==> config.mk <==
export PLATFORM = sky130hd
export DESIGN_NAME = pc_seq_ctrl
export DESIGN_NICKNAME = d
export VERILOG_FILES = /design/src/rtl/pc_seq_ctrl.sv
export SDC_FILE = /design/constraint.sdc
export NUM_CORES = 1
export LEC_CHECK = 0
export CAP_MARGIN = 20
export CORE_MARGIN = 2
export CORE_UTILIZATION = 40
export DETAILED_ROUTE_END_ITERATION = 8
export GPL_TIMING_DRIVEN = 0
export SLEW_MARGIN = 20
export SYNTH_ARGS = -nofsm -noshare
export SYNTH_HDL_FRONTEND = slang
export SYNTH_SLANG_ARGS = --single-unit
==> constraint.sdc <==
create_clock -name clk -period 4.5 [get_ports clk]
set_clock_uncertainty 0.15 [all_clocks]
set_input_delay 0.675 -clock clk [delete_from_list [all_inputs] [get_ports clk]]
set_output_delay 0.675 -clock clk [all_outputs]
set_load 0.01 [all_outputs]
==> src/rtl/pc_seq_ctrl.sv <==
// Next-PC sequencer: picks the next fetch address from sequential/branch/jump/call/return/halt requests.
// Latency: pc_next is combinational from pc, the controls and the registered state; RAS/state update at the edge.
// Backpressure: stall (or HALT) holds pc_next at pc with no stack or state change.
//
// Ports:
//   clk, rst           clock (rising edge); synchronous active-low reset
//   pc                 current program-counter register value
//   stall              hold the PC this cycle
//   halt_req, resume   enter HALT / leave HALT
//   br_taken/br_target conditional branch resolved taken and its target
//   jmp/jmp_target     unconditional jump; jmp_target is also the call target
//   call, ret          push pc+1 and go to jmp_target / pop the return stack
//   irq, iret          level interrupt request / interrupt return (PCSEQ_IRQ_EN only)
//   pc_next            next PC into the PC register
//   running            sequencer is in RUN
//   irq_ack            pulse in the cycle an interrupt is taken
//   ras_empty/full     return stack occupancy
//   ras_ovf/ras_unf    sticky overflow / underflow errors, cleared only by reset
//
// Build option: define PCSEQ_IRQ_EN to add interrupt entry (IRQ_VEC), epc and the
// interrupt mask. Without it irq/iret are ignored and irq_ack is tied low.

module pc_seq_ctrl #(
   parameter int unsigned       ADDR_W    = 19,
   parameter int unsigned       RAS_DEPTH = 8,
   parameter logic [ADDR_W-1:0] RESET_VEC = '0,
   parameter logic [ADDR_W-1:0] IRQ_VEC   = 'h10
) (
   input  logic              clk,
   input  logic              rst,
   input  logic [ADDR_W-1:0] pc,
   input  logic              stall,
   input  logic              halt_req,
   input  logic              resume,
   input  logic              br_taken,
   input  logic [ADDR_W-1:0] br_target,
   input  logic              jmp,
   input  logic [ADDR_W-1:0] jmp_target,
   input  logic              call,
   input  logic              ret,
   input  logic              irq,
   input  logic              iret,
   output logic [ADDR_W-1:0] pc_next,
   output logic              running,
   output logic              irq_ack,
   output logic              ras_empty,
   output logic              ras_full,
   output logic              ras_ovf,
   output logic              ras_unf
);

   localparam int unsigned PTR_W = (RAS_DEPTH > 1) ? $clog2(RAS_DEPTH) : 1;
   localparam int unsigned CNT_W = PTR_W + 1;

   localparam logic [PTR_W-1:0]  PTR_ONE  = {{(PTR_W-1){1'b0}}, 1'b1};
   localparam logic [CNT_W-1:0]  CNT_ONE  = {{(CNT_W-1){1'b0}}, 1'b1};
   localparam logic [CNT_W-1:0]  CNT_MAX  = CNT_W'(RAS_DEPTH);
   localparam logic [ADDR_W-1:0] ADDR_ONE = {{(ADDR_W-1){1'b0}}, 1'b1};

   typedef enum logic [1:0] {
      ST_BOOT = 2'd0,
      ST_RUN  = 2'd1,
      ST_HALT = 2'd2
   } state_t;

   state_t state, state_nxt;

   // Return stack: wr_ptr is the next free slot, the top of stack sits just
   // below it. Because the pointer wraps, a push into a full stack lands on
   // the oldest entry, which gives the circular-overwrite behaviour for free.
   logic [ADDR_W-1:0] ras_mem [RAS_DEPTH];
   logic [PTR_W-1:0]  wr_ptr;
   logic [PTR_W-1:0]  top_ptr;
   logic [CNT_W-1:0]  ras_cnt;
   logic [ADDR_W-1:0] ras_top;

   logic [ADDR_W-1:0] pc_inc;

   // Result of the low-priority rules (ret/call/jmp/br/sequential).
   logic [ADDR_W-1:0] low_pc;
   logic              low_push;
   logic              low_pop;
   logic              low_ovf;
   logic              low_unf;

   // Actions selected for this cycle.
   logic              push_en;
   logic              pop_en;
   logic              set_ovf;
   logic              set_unf;
   logic              irq_take;
   logic              iret_take;

   assign pc_inc    = pc + ADDR_ONE;
   assign top_ptr   = wr_ptr - PTR_ONE;
   assign ras_top   = ras_mem[top_ptr];
   assign ras_empty = (ras_cnt == '0);
   assign ras_full  = (ras_cnt == CNT_MAX);
   assign running   = (state == ST_RUN);

`ifdef PCSEQ_IRQ_EN
   logic [ADDR_W-1:0] epc;
   logic              irq_en;
`endif

   //------------------------------------------------------------------
   // Low-priority rules, evaluated independently so the interrupt path
   // can capture where execution would otherwise have gone.
   //------------------------------------------------------------------
   always_comb begin
      low_pc   = pc_inc;
      low_push = 1'b0;
      low_pop  = 1'b0;
      low_ovf  = 1'b0;
      low_unf  = 1'b0;
      if (ret) begin
         // ret beats call when both are raised; an empty stack falls
         // through to sequential fetch and records the underflow.
         if (ras_empty) begin
            low_unf = 1'b1;
         end else begin
            low_pc  = ras_top;
            low_pop = 1'b1;
         end
      end else if (call) begin
         low_pc   = jmp_target;
         low_push = 1'b1;
         low_ovf  = ras_full;
      end else if (jmp) begin
         low_pc = jmp_target;
      end else if (br_taken) begin
         low_pc = br_target;
      end
   end

   //------------------------------------------------------------------
   // Next-state / next-PC selection.
   //------------------------------------------------------------------
   always_comb begin
      state_nxt = state;
      pc_next   = pc;
      push_en   = 1'b0;
      pop_en    = 1'b0;
      set_ovf   = 1'b0;
      set_unf   = 1'b0;
      irq_take  = 1'b0;
      iret_take = 1'b0;

      if (!rst) begin
         state_nxt = ST_BOOT;
         pc_next   = RESET_VEC;
      end else begin
         case (state)
            ST_BOOT: begin
               pc_next   = RESET_VEC;
               state_nxt = ST_RUN;
            end

            ST_HALT: begin
               pc_next = pc;
               if (resume) begin
                  state_nxt = ST_RUN;
               end
            end

            ST_RUN: begin
               if (halt_req) begin
                  pc_next   = pc;
                  state_nxt = ST_HALT;
               end else if (stall) begin
                  pc_next = pc;
`ifdef PCSEQ_IRQ_EN
               end else if (irq && irq_en) begin
                  pc_next  = IRQ_VEC;
                  irq_take = 1'b1;
               end else if (iret) begin
                  pc_next   = epc;
                  iret_take = 1'b1;
`endif
               end else begin
                  pc_next = low_pc;
                  push_en = low_push;
                  pop_en  = low_pop;
                  set_ovf = low_ovf;
                  set_unf = low_unf;
               end
            end

            default: begin
               pc_next   = RESET_VEC;
               state_nxt = ST_BOOT;
            end
         endcase
      end
   end

   //------------------------------------------------------------------
   // State and stack bookkeeping.
   //------------------------------------------------------------------
   always_ff @(posedge clk) begin
      if (!rst) begin
         state   <= ST_BOOT;
         wr_ptr  <= '0;
         ras_cnt <= '0;
         ras_ovf <= 1'b0;
         ras_unf <= 1'b0;
      end else begin
         state <= state_nxt;

         if (push_en) begin
            wr_ptr <= wr_ptr + PTR_ONE;
            // A push into a full stack replaces the oldest entry, so the
            // occupancy saturates at the depth.
            if (!ras_full) begin
               ras_cnt <= ras_cnt + CNT_ONE;
            end
         end else if (pop_en) begin
            wr_ptr  <= top_ptr;
            ras_cnt <= ras_cnt - CNT_ONE;
         end

         if (set_ovf) begin
            ras_ovf <= 1'b1;
         end
         if (set_unf) begin
            ras_unf <= 1'b1;
         end
      end
   end

   // Stack storage carries no reset: the cleared count makes stale
   // entries unreachable.
   always_ff @(posedge clk) begin
      if (push_en) begin
         ras_mem[wr_ptr] <= pc_inc;
      end
   end

`ifdef PCSEQ_IRQ_EN
   //------------------------------------------------------------------
   // Interrupt entry/return. The mask drops when an interrupt is taken
   // and only iret raises it again, so interrupts cannot nest.
   //------------------------------------------------------------------
   always_ff @(posedge clk) begin
      if (!rst) begin
         epc    <= '0;
         irq_en <= 1'b1;
      end else begin
         if (irq_take) begin
            epc    <= low_pc;
            irq_en <= 1'b0;
         end else if (iret_take) begin
            irq_en <= 1'b1;
         end
      end
   end

   assign irq_ack = irq_take;
`else
   // irq/iret have no effect in this build.
   logic unused_irq;
   assign unused_irq = ^{irq, iret, IRQ_VEC, irq_take, iret_take};
   assign irq_ack    = 1'b0;
`endif

endmodule

# After elaboration in Yosys (flattened, before gate mapping)

Memory sizes are Yosys's and may differ from the RTL's.
Index checks and enable logic that the tools add are counted.

Flip-flop bits (word level): 11
RAM bits: 152
Bits of input ports: 68
Output and inout port bits: 25
Word-level logic and storage cells: 65
Memories: 1

Add/sub/neg operators: 5
Equal/unequal tests: 6
Multiplexer cells: 43
Reduce and logical (&&, ||, !) cells: 5

Memories:

| memory  | depth | width | rd ports | clocked after memory_dff | wr ports | line | text |
|---|---|---|---|---|---|---|---|
| ras_mem | 8     | 19    | 1        | 0                        | 1        | 71   | `logic [ADDR_W-1:0] ras_mem [RAS_DEPTH];` |

Operators with widths:

| cell                    | count |
|---|---|
| $mux W19                | 8 |
| $pmux W19 S2            | 1 |
| $mux W1                 | 26 |
| $add A19 B1 Y19 const B | 1 |
| $mux W4                 | 3 |
| $mux W3                 | 2 |
| $ne A2 B2 Y1 const B    | 3 |
| $pmux W2 S3             | 1 |
| $add A4 B1 Y4 const B   | 1 |
| $eq A4 B4 Y1 const B    | 1 |
| $logic_not A4 Y1        | 1 |
| $mux W2                 | 2 |
| $reduce_and A2 Y1       | 2 |
| $sub A4 B1 Y4 const B   | 1 |
| $add A3 B1 Y3 const B   | 1 |
| $sub A3 B1 Y3 const B   | 1 |
| $eq A2 B1 Y1 const B    | 1 |
| $eq A2 B2 Y1 const B    | 1 |
| $logic_not A2 Y1        | 1 |
| $reduce_bool A2 Y1      | 1 |

# Longest topological paths before layout

Depth after elaboration: 9
Mapped depth: 13
Depth with buffers taken out: 11

# Worst setup path after synthesis

OpenSTA, ideal clock, no wires.

Path kind: input-to-reg
Start: in stall
End: mem ras_mem[0][0] (enable)
Setup time: 0.444 ns
Arrival time: 3.464 ns
Data required time: 3.906 ns
Setup slack: 0.442 ns
Stages on the path: 4
Buffers on the path: 0
Path through: or3b_4 nor3_4 inv_1 nor4_1

Longest elaborated chain between the ends: 6

RTL lines:

| element                       | line | text |
|---|---|---|
| start, declared               | 32   | `input logic stall,` |
| $mux W1                       | 170  | `end else if (stall) begin` |
| $mux W1                       | 167  | `if (halt_req) begin` |
| $mux W1                       | 153  | `case (state)` |
| $mux W1                       | 149  | `if (!rst) begin` |
| $mux W1                       | 234  | `if (push_en) begin` |
| $mux W1 (implied by the code) | 235  | `ras_mem[wr_ptr] <= pc_inc;` |
| end, declared                 | 71   |  |

No other way between the ends.

# Worst setup path in the final report

Start: in br_taken
End: out pc_next[10]

Longest elaborated chain between the ends: 8

RTL lines:

| element         | line | text |
|---|---|---|
| start, declared | 35   | `input logic br_taken,` |
| $mux W19        | 131  | `end else if (br_taken) begin` |
| $mux W19        | 129  | `end else if (jmp) begin` |
| $mux W19        | 125  | `end else if (call) begin` |
| $mux W19        | 116  | `if (ret) begin` |
| $mux W19        | 170  |  |
| $mux W19        | 167  |  |
| $pmux W19 S2    | 153  |  |
| $mux W19        | 149  |  |
| end, declared   | 43   | `output logic [ADDR_W-1:0] pc_next,` |

No other way between the ends.

==> qor.yml <==
htreeDepth: 4
grt_pass1_vias: 5541
synth-xor-area-share_pct: 2.22
synth-seq-cells: 163
finalNonFillerCells: 961
detail_route.wirelength_um: 22500
clock.fmax_mhz: 227
layout-drive-gt1-share_pct: 21.4
drc: 0
slew_viol_final: 0
synth_cell_types: 55
worstSetupStartpointType: "input pin"
cts-root-buf: "clkbuf_16"
numCtsBuffers: 17
postCtsHoldBufs: 0
async_flop_share_pct: 0
cp-end-kind: "primary output"
start_util_pct: 40.7
powerDensity_nw_per_um2: 344
ys_seq_area_share_pct: 60.6
hold_viol: 0
ir_worst_vdd_v: 0.000261
totalPowerFinal_uw: 3470
muxShareOfSynthArea_pct: 13.7
finalSetupViolations: 0
avgSynthCellArea_sq_um: 14.1
routed_via_density: 5.75
hpwlAfterDp_um: 16100
mostFrequentLayoutCells: "152 x edfxtp_1, 83 x clkdlybuf4s50_1, 37 x mux4_2"
n_antenna_cell: 0
synth_edf_count: 152
synthSimpleGateAreaFrac_pct: 8.56
antenna_found_initial: 0
synth_adder_area_share_pct: 1.68
tightest_slew_ns: 1.04
die_w_um: 144
holdWs_ns: 0.314
firstDrtPassIters: 6
cts.sinks: 163
crit_fanout: 10
leakage_uw: 0.00340
grt_max_degree: 20
die_area_sq_um: 20900
io_pins: 93
period_minus_slack_ns: 4.41
overflow: 0
grt_pass1_wl_um: 33500
synth_top_family_by_area: "multiplexers"
clockBufferDepth: 2
clk_pin_slew_ns: 0.07
drt_iter0_drc: 697
cp.required_ns: 3.67
slew_headroom_pct: 29.8
crit_arrival_ns: 3.59
syn_inst: 561
synth_flop_cell: "edfxtp_1"
syn_area_sq_um: 7890
fin_crit_sh_pct: 98.1
insertion_delay_ns: 0.43
cts_tree: "yes"
ant_nets: 0
core_region_area_sq_um: 19400
synth_compound_area_share_pct: 9.99
min_path_type: "register to register"
portBuffers: 85
chipHeight_um: 144
critPathKind: "input pin to primary output"
mostFrequentLayoutCell: "edfxtp_1"
placed_cells: 927
maxCapViolations: 0
syn_to_final_growth_pct: 27.8
rsz0062_at_grt: "true"
grtUsageTotal_pct: 22.6
synth_nets: 639
layout.nets: 761
outcome: "completed"
yosysWarningCount: 0
num_vias: 5521
gp_congestion: 0.813
num_rows: 51
wl_per_cell_um: 23.5
-- cells in the mapped netlist, types with 11 or more instances --
library cell  number  area share [%]
nand2_1           34             1.6
mux4_2            37              11
o21ai_0           20             1.3
inv_1             22             1.0
dfxtp_1           11             2.8
a21oi_1           33             2.1
edfxtp_1         152              58
mux2i_1           11             1.4
mux2_2            12             1.7
o221ai_1          13             1.4
nor2_1            35             1.7
xnor2_1           15             1.7
clkbuf_1          23             1.1
-- where the power goes --
group,switching (uW),total (uW),internal (uW)
Sequential,4.95,1670,1660
Combinational,184,333,149
Clock,637,1470,832
Total,826,3470,2650
-- final cells by class --
cell class,instances,area [sq um]
Sequential cell,163,4790
Timing Repair Buffer,104,1030
Clock inverter,15,170
Multi-Input combinational cell,338,3030
Fill cell,1669,9310
Clock buffer,17,425
Buffer,37,233
Inverter,22,82.6
Tap cell,265,332
-- flip-flops by register name, summed over array words and instances, names as in the netlist --
| name | flops |
|---|---|
| wr_ptr | 3 |
| ras_unf | 1 |
| ras_mem | 152 |
| state | 2 |
| ras_ovf | 1 |
| ras_cnt | 4 |
-- repair_timing --
action	in CTS	in global routing
setup endpoints to repair	19	19
resized for setup	23	19
setup buffers	0	3
-- layer usage --
metal / GRT usage (%) / share of wire [%] / vias up
li1: - / - / 2435
met1: 31.1 / 42 / 2782
met2: 36.6 / 49 / 271
met3: 3.97 / 7.0 / 33
met4: 7.97 / 2.0 / 0
met5: 0 / 0 / -
-- per-stage QoR --
stage	setup slack, ns	utilization (%)	cell area, sq um	TNS (ns)
after floorplan	0.442	-	7890	0
after global placement	-2.35	46.8	9070	-140.01
after detailed placement	-0.862	47.8	9280	-12.59
after CTS	0.0174	51.3	9960	0
after global routing	-0.0178	52.0	10100	-0.0224
final	0.0876	52.0	10100	0
-- worst max-delay path: stages --
cell and delay, ns:
clkdlybuf4s50_1 0.58, clkbuf_1 0.58, clkbuf_1 0.56, nor2_1 0.14
o21ai_0 0.12, a2bb2oi_1 0.08, a21oi_1 0.16, a21o_1 0.14
clkdlybuf4s50_1 0.55
-- path summary, 6_finish.rpt --
| check | slack (ns) | startpoint | cells after the start | to |
|---|---|---|---|---|
| min reg2reg | 0.31 | ras_ovf | 1 | ras_ovf |
| min | 0.31 | ras_ovf | 1 | ras_ovf |
| max reg2reg | 1.07 | state[1] | 8 | ras_mem[0][15] |
| max | 0.09 | br_taken | 9 | pc_next[10] |
-- logic make-up after synthesis --
group,count (synthesis)
flip-flops,163
AND/OR/NAND/NOR,131
AO/OA/AOI/OAI,116
multiplexers,60
buffers and inverters,60
XOR/XNOR,20
adder cells (fa/ha/maj),10
other,1
No activity file was read; power rests on OpenSTA's default activity.
